**src/rtl/alu_pkg.sv**
```systemverilog
// Shared types and constants for the R-type issue stage: instruction field
// layout, issue-register contents and the set of legal ALU funct codes.
package alu_pkg;

  localparam logic [5:0] OP_SPECIAL = 6'b000000;

  localparam logic [5:0] F_ADD = 6'b100000;
  localparam logic [5:0] F_SUB = 6'b100010;
  localparam logic [5:0] F_AND = 6'b100100;
  localparam logic [5:0] F_OR  = 6'b100101;
  localparam logic [5:0] F_XOR = 6'b100110;
  localparam logic [5:0] F_NOR = 6'b100111;
  localparam logic [5:0] F_SLL = 6'b000000;
  localparam logic [5:0] F_SRL = 6'b000010;
  localparam logic [5:0] F_SRA = 6'b000011;

  typedef struct packed {
    logic [5:0] op;
    logic [4:0] rs;
    logic [4:0] rt;
    logic [4:0] rd;
    logic [4:0] shamt;
    logic [5:0] funct;
  } r_inst_t;

  typedef struct packed {
    logic [31:0] rs_val;
    logic [31:0] rt_val;
    logic [5:0]  funct;
    logic [4:0]  shamt;
    logic [4:0]  rd;
  } issue_t;

  // Only SPECIAL-opcode words with an ALU funct the datapath implements.
  function automatic logic is_legal(input r_inst_t i);
    if (i.op != OP_SPECIAL) return 1'b0;
    case (i.funct)
      F_ADD, F_SUB, F_AND, F_OR, F_XOR, F_NOR, F_SLL, F_SRL, F_SRA: return 1'b1;
      default: return 1'b0;
    endcase
  endfunction

endpackage

```
**src/rtl/alu_regfile.sv**
```systemverilog
// Architectural register file: two combinational read ports, one write port,
// register 0 hardwired to zero, whole array cleared on reset.
module alu_regfile #(
  parameter int NREG = 32
) (
  input  logic        clk,
  input  logic        rstn,
  input  logic [4:0]  ra,
  input  logic [4:0]  rb,
  output logic [31:0] rda,
  output logic [31:0] rdb,
  input  logic        we,
  input  logic [4:0]  wa,
  input  logic [31:0] wd
);

  logic [NREG-1:0][31:0] mem;

  // Entry 0 is never written, so it holds its reset value of zero.
  always_ff @(posedge clk or negedge rstn) begin
    if (!rstn) mem <= '0;
    else if (we && wa != '0) mem[wa] <= wd;
  end

  assign rda = (ra == '0) ? '0 : mem[ra];
  assign rdb = (rb == '0) ? '0 : mem[rb];

endmodule

```
**src/rtl/alu_issue.sv**
```systemverilog
// R-type issue stage: decode, scoreboard interlock, operand read and the
// registered issue slot feeding the ALU. Define ALU_ISSUE_BYPASS_EN to let a
// source being written back this cycle issue with the writeback data.
module alu_issue
  import alu_pkg::*;
#(
  parameter int NREG = 32
) (
  input  logic        clk,
  input  logic        rstn,
  input  logic        inst_valid,
  output logic        inst_ready,
  input  logic [31:0] inst,
  output logic        iss_valid,
  input  logic        iss_ready,
  output logic [31:0] iss_rs_val,
  output logic [31:0] iss_rt_val,
  output logic [5:0]  iss_funct,
  output logic [4:0]  iss_shamt,
  output logic [4:0]  iss_rd,
  input  logic        wb_en,
  input  logic [4:0]  wb_addr,
  input  logic [31:0] wb_data,
  output logic        illegal
);

  r_inst_t        f;
  logic           legal, hazard, accept;
  logic           rs_busy, rt_busy;
  logic [31:0]    rf_a, rf_b, rs_v, rt_v;
  logic [NREG-1:0] sb, sb_nxt;
  issue_t         iss_q;
  logic           iss_v_q, illegal_q;

  assign f     = inst;
  assign legal = is_legal(f);

  alu_regfile #(.NREG(NREG)) u_rf (
    .clk  (clk),
    .rstn (rstn),
    .ra   (f.rs),
    .rb   (f.rt),
    .rda  (rf_a),
    .rdb  (rf_b),
    .we   (wb_en),
    .wa   (wb_addr),
    .wd   (wb_data)
  );

`ifdef ALU_ISSUE_BYPASS_EN
  logic byp_rs, byp_rt;
  assign byp_rs  = wb_en && (wb_addr != '0) && (wb_addr == f.rs);
  assign byp_rt  = wb_en && (wb_addr != '0) && (wb_addr == f.rt);
  assign rs_v    = byp_rs ? wb_data : rf_a;
  assign rt_v    = byp_rt ? wb_data : rf_b;
  assign rs_busy = sb[f.rs] && !byp_rs;
  assign rt_busy = sb[f.rt] && !byp_rt;
`else
  assign rs_v    = rf_a;
  assign rt_v    = rf_b;
  assign rs_busy = sb[f.rs];
  assign rt_busy = sb[f.rt];
`endif

  // Illegal words are dropped, so they must never wait on the scoreboard.
  assign hazard     = legal && (rs_busy || rt_busy || sb[f.rd]);
  assign inst_ready = (!iss_v_q || iss_ready) && !hazard;
  assign accept     = inst_valid && inst_ready;

  // Writeback clears first so a same-cycle issue to that register re-sets it.
  always_comb begin
    sb_nxt = sb;
    if (wb_en && wb_addr != '0) sb_nxt[wb_addr] = 1'b0;
    if (accept && legal && f.rd != '0) sb_nxt[f.rd] = 1'b1;
    sb_nxt[0] = 1'b0;
  end

  always_ff @(posedge clk or negedge rstn) begin
    if (!rstn) begin
      iss_v_q   <= 1'b0;
      iss_q     <= '0;
      illegal_q <= 1'b0;
      sb        <= '0;
    end else begin
      illegal_q <= accept && !legal;
      sb        <= sb_nxt;
      if (accept && legal) begin
        iss_v_q <= 1'b1;
        iss_q   <= '{rs_val: rs_v, rt_val: rt_v, funct: f.funct,
                     shamt: f.shamt, rd: f.rd};
      end else if (iss_v_q && iss_ready) begin
        iss_v_q <= 1'b0;
      end
    end
  end

  assign iss_valid  = iss_v_q;
  assign iss_rs_val = iss_q.rs_val;
  assign iss_rt_val = iss_q.rt_val;
  assign iss_funct  = iss_q.funct;
  assign iss_shamt  = iss_q.shamt;
  assign iss_rd     = iss_q.rd;
  assign illegal    = illegal_q;

endmodule
```
**config.mk**
```make
export PLATFORM = sky130hd
export DESIGN_NAME = alu_issue
export DESIGN_NICKNAME = d
export VERILOG_FILES = /design/src/rtl/alu_pkg.sv /design/src/rtl/alu_regfile.sv /design/src/rtl/alu_issue.sv
export SDC_FILE = /design/constraint.sdc
export NUM_CORES = 2
export LEC_CHECK = 0
export ABC_CLOCK_PERIOD_IN_PS = 4300
export BUFFER_PORTS_ARGS = -buffer_cell sky130_fd_sc_hd__buf_2
export CAP_MARGIN = 10
export CORE_AREA = 2 2 319 384
export DETAILED_ROUTE_END_ITERATION = 12
export DIE_AREA = 0 0 321 386
export PLACE_DENSITY = 0.75
export SYNTH_ARGS = -nofsm -noshare
export SYNTH_HDL_FRONTEND = slang
export SYNTH_HIERARCHICAL = 1
export SYNTH_SLANG_ARGS = --single-unit
export TNS_END_PERCENT = 20
```
**constraint.sdc**
```tcl
create_clock -name clk -period 4.3 [get_ports clk]
set_input_delay 1.29 -clock clk [delete_from_list [all_inputs] [get_ports clk]]
set_output_delay 1.29 -clock clk [all_outputs]
set_load 0.03 [all_outputs]
```
==> results.md <==
* Setup Skew at 0.0245 ns
* Clk_lat worst skew at 0.73 ns
* Placer Congestion at 0.905
* CTS Sinks at 1,137
* Nets at 4,179
* Failing checks: negative setup slack
* Min setup slack post-route at -0.157 ns
* Starting Density at 49.6%
* Fin. Hold Viols at 0
* RSZ-0062 raised after global routing: true
* Hold Buf Count CTS at 0
* Hold path depth at 0
* Grt total ovfl at 0
* HP Start: u_rf/mem[5]
* Vias per cell at between 6 and 7
* Most frequent CP cell: and2_4
* Synth warn at 6
* CTS tree: built
* Cells along the critical path: buf_8 -> mux4_2 -> and2_4 -> o311a_1 -> o41ai_4 -> buf_4 -> and2_4 -> buf_6
* Via count at 40,028
* Worst slack at placement at -0.468 ns
* Root buffer cell: clkbuf_16
* Buf/Inv on CP at 3
* MaxCap Viol Count at 0
* Initial antenna violation count at 18
* Max Slew Vio Count at 0
* Die area at 124,000 um2
* Antenna Violating Nets Remaining at 0
* Die X at 321 um
* Count of final setup violators at 1
* Cell Pwr Density at ~440 nW/um2
* Dpl cell area at around 63,000 um2
* Synth Instances at around 4,100
* Worst-path fanout max at 3
* FF-to-FF Start: sb[7]
* Slew margin rel. at 26.8%
* Achievable Freq at 0.224 GHz
* Largest net degree at the start of global routing at 146
* Final Total Pwr at 29.7 mW
* Worst Hold Class: register to register
* WHS at 0.396 ns
* Yosys top cell by area: dfrtp_1
* Die H at a little under 400 um
* Starting DRC count in detailed routing at roughly 4,700
* Startpoint types: input pin
* Top-area cell type share of the netlist area at roughly 48%
* Cells after DPL at approximately 5,600
* Min Tclk post-route at 4.46 ns
* Post-layout util at 55.7%
* WS Path Type: input pin to output port
* Clk buf depth at 3
* Register area share after synthesis at 47.6%
* # IOs at 157
* Total Routing Usage GR at ~30%
* Pre-antenna DRT Iters at 5
* FF-to-FF End: iss_rt_val[14]
* CP max stage delay at 0.50 ns
* Layout cells sized above 1 at 51.5%
* Critical path endpoint category: output port
* VDD IR max at 0.000340 V
* # rows at 140
* Synth Area per Inst at 14.8 um2
* Final HPWL DP at 110,000 um
* Non-filler cells, final at 5,763
* Core Area at 121,000 um2
* Area grow syn2layout at 12.2%
* WL/cell at 32.7 um
* Worst-path clk slew at 0.06 ns
* Inserted Clock Buffers at 108
* Post-synth EDFFs at 0
* FF+latch count, synth at 1,137
* Net Count, Synth at 4,124
* I/O Buffers at 156
* H-tree Lvls at 3
* Status: complete, but fails checks
* R2r setup slk at 1.38 ns
* Top cells by area, synth: dfrtp_1 48%, mux2_2 20%, mux4_2 16%
* # DRC at 0
* Hold endpoint: u_rf/mem[5]
* CP top delay family: compound AO/OA/AOI/OAI gates
* Final instance area at ~67,000 um2
* Slowest-stage cell, CP: mux4_2
* Reg2reg path depth at 8
* Crit share post-route at 104%
* Mapped Area at 59,800 um2
* Vias in the first global route at 40,718
* Async S/R FF share, synth at 100%
* Synth cell types at 53
* Critical path data arrival time at 3.17 ns
* Worst-margin pin slew at 1.10 ns
* WP data required at approximately 3.0 ns
* Final Routed Wirelength at 189,000 um
* First-pass GRT wire length at roughly 280,000 um
* Synth Flop Type: dfrtp_1
* Fin Setup TNS at -0.157 ns
* P_leak at 29.7 nW
[synthesized netlist by cell type, drive strengths merged (11+ instances only)]
cell	number
a21oi	27
nor2	27
nor4	11
a211oi	21
a2111oi	60
nor3	51
nor2b	51
buf	206
and2	21
nand3b	11
a22o	49
clkbuf	245
o22ai	66
mux2	1118
nand2	28
dfrtp	1137
mux2i	261
o21a	31
a31o	31
mux4	421
nand3	11
a22oi	68
o32ai	15
[metal layers]
| metal | GRT usage (%) | wire, um | part of all wire (%) | vias up |
|---|---|---|---|---|
| met5 | 0 | 129 | 0.068 | - |
| met4 | 15.1 | 10200 | 5.4 | 20 |
| met3 | 8.46 | 21300 | 11 | 567 |
| met2 | 47.2 | 86700 | 46 | 2365 |
| met1 | 39.5 | 70400 | 37 | 21299 |
| li1 | - | - | - | 15777 |
[power breakdown]
part           switching (mW)  internal, mW
Combinational            2.28          3.44
Sequential               1.40          12.5
Clock                    4.30          5.77
Total                    7.98          21.7
[worst max-delay path by stage]
stage / from / end / cells past startpoint
5_1_grt: inst[11] / inst_ready / 9
3_5_place_dp: inst[21] / inst_ready / 10
6_report: inst[21] / inst_ready / 8
4_1_cts: inst[21] / inst_ready / 8
3_3_place_gp: inst[11] / inst_ready / 9
2_1_floorplan: inst[12] / inst_ready / 8
[registers in the layout (all words and copies together) (netlist names), 5 cells and up]
signal	cells
sb	31
u_rf/mem	1024
iss_rt_val	32
iss_shamt	5
iss_rd	5
iss_funct	6
iss_rs_val	32
[layout make-up]
type	count	area (um2)
Antenna cell	7	17.5
Clock buffer	162	3260
Clock inverter	37	474
Fill cell	9497	53400
Inverter	9	33.8
Multi-Input combinational cell	2453	29500
Sequential cell	1137	28500
Tap cell	1562	1950
Timing Repair Buffer	396	3430
[cells in the final DEF (no fill, tap or decap), types with 11 or more instances in the layout]
cell type | synthesis | layout
o21a_1 | 31 | 31
a2111oi_1 | 17 | 17
a31o_2 | 31 | 31
o22ai_1 | 66 | 66
buf_2 | 92 | 146
clkbuf_1 | 245 | 21
nand2_2 | 0 | 15
dfrtp_1 | 1137 | 1137
a22oi_1 | 68 | 67
clkbuf_16 | 0 | 110
mux4_2 | 421 | 421
clkinv_2 | 0 | 18
nor3_1 | 51 | 51
mux2_1 | 46 | 46
a21oi_1 | 27 | 27
o32ai_1 | 15 | 15
nand3b_1 | 11 | 11
a2111oi_0 | 43 | 42
clkbuf_8 | 0 | 32
mux2i_1 | 261 | 261
nor2_4 | 0 | 18
nor2b_1 | 51 | 47
nand2_1 | 28 | 12
buf_12 | 1 | 61
a211oi_1 | 21 | 21
a22o_1 | 49 | 49
buf_4 | 27 | 179
mux2_2 | 1072 | 1072
and2_1 | 21 | 17
[timing repair]
action                     4_1_cts  5_1_grt
cloned                           0        0
buffers inserted                 2        0
setup endpoints to repair        1        1
pin swaps                        5        5
gates resized for setup         11        7
hold endpoints to repair         0        0
[cell families after synthesis]
family,synth area share (%)
multiplexers,41.3
AO/OA/AOI/OAI,5.24
buffers and inverters,3.60
AND/OR/NAND/NOR,2.33
flip-flops,47.6
No activity file was read; power rests on OpenSTA's default activity.
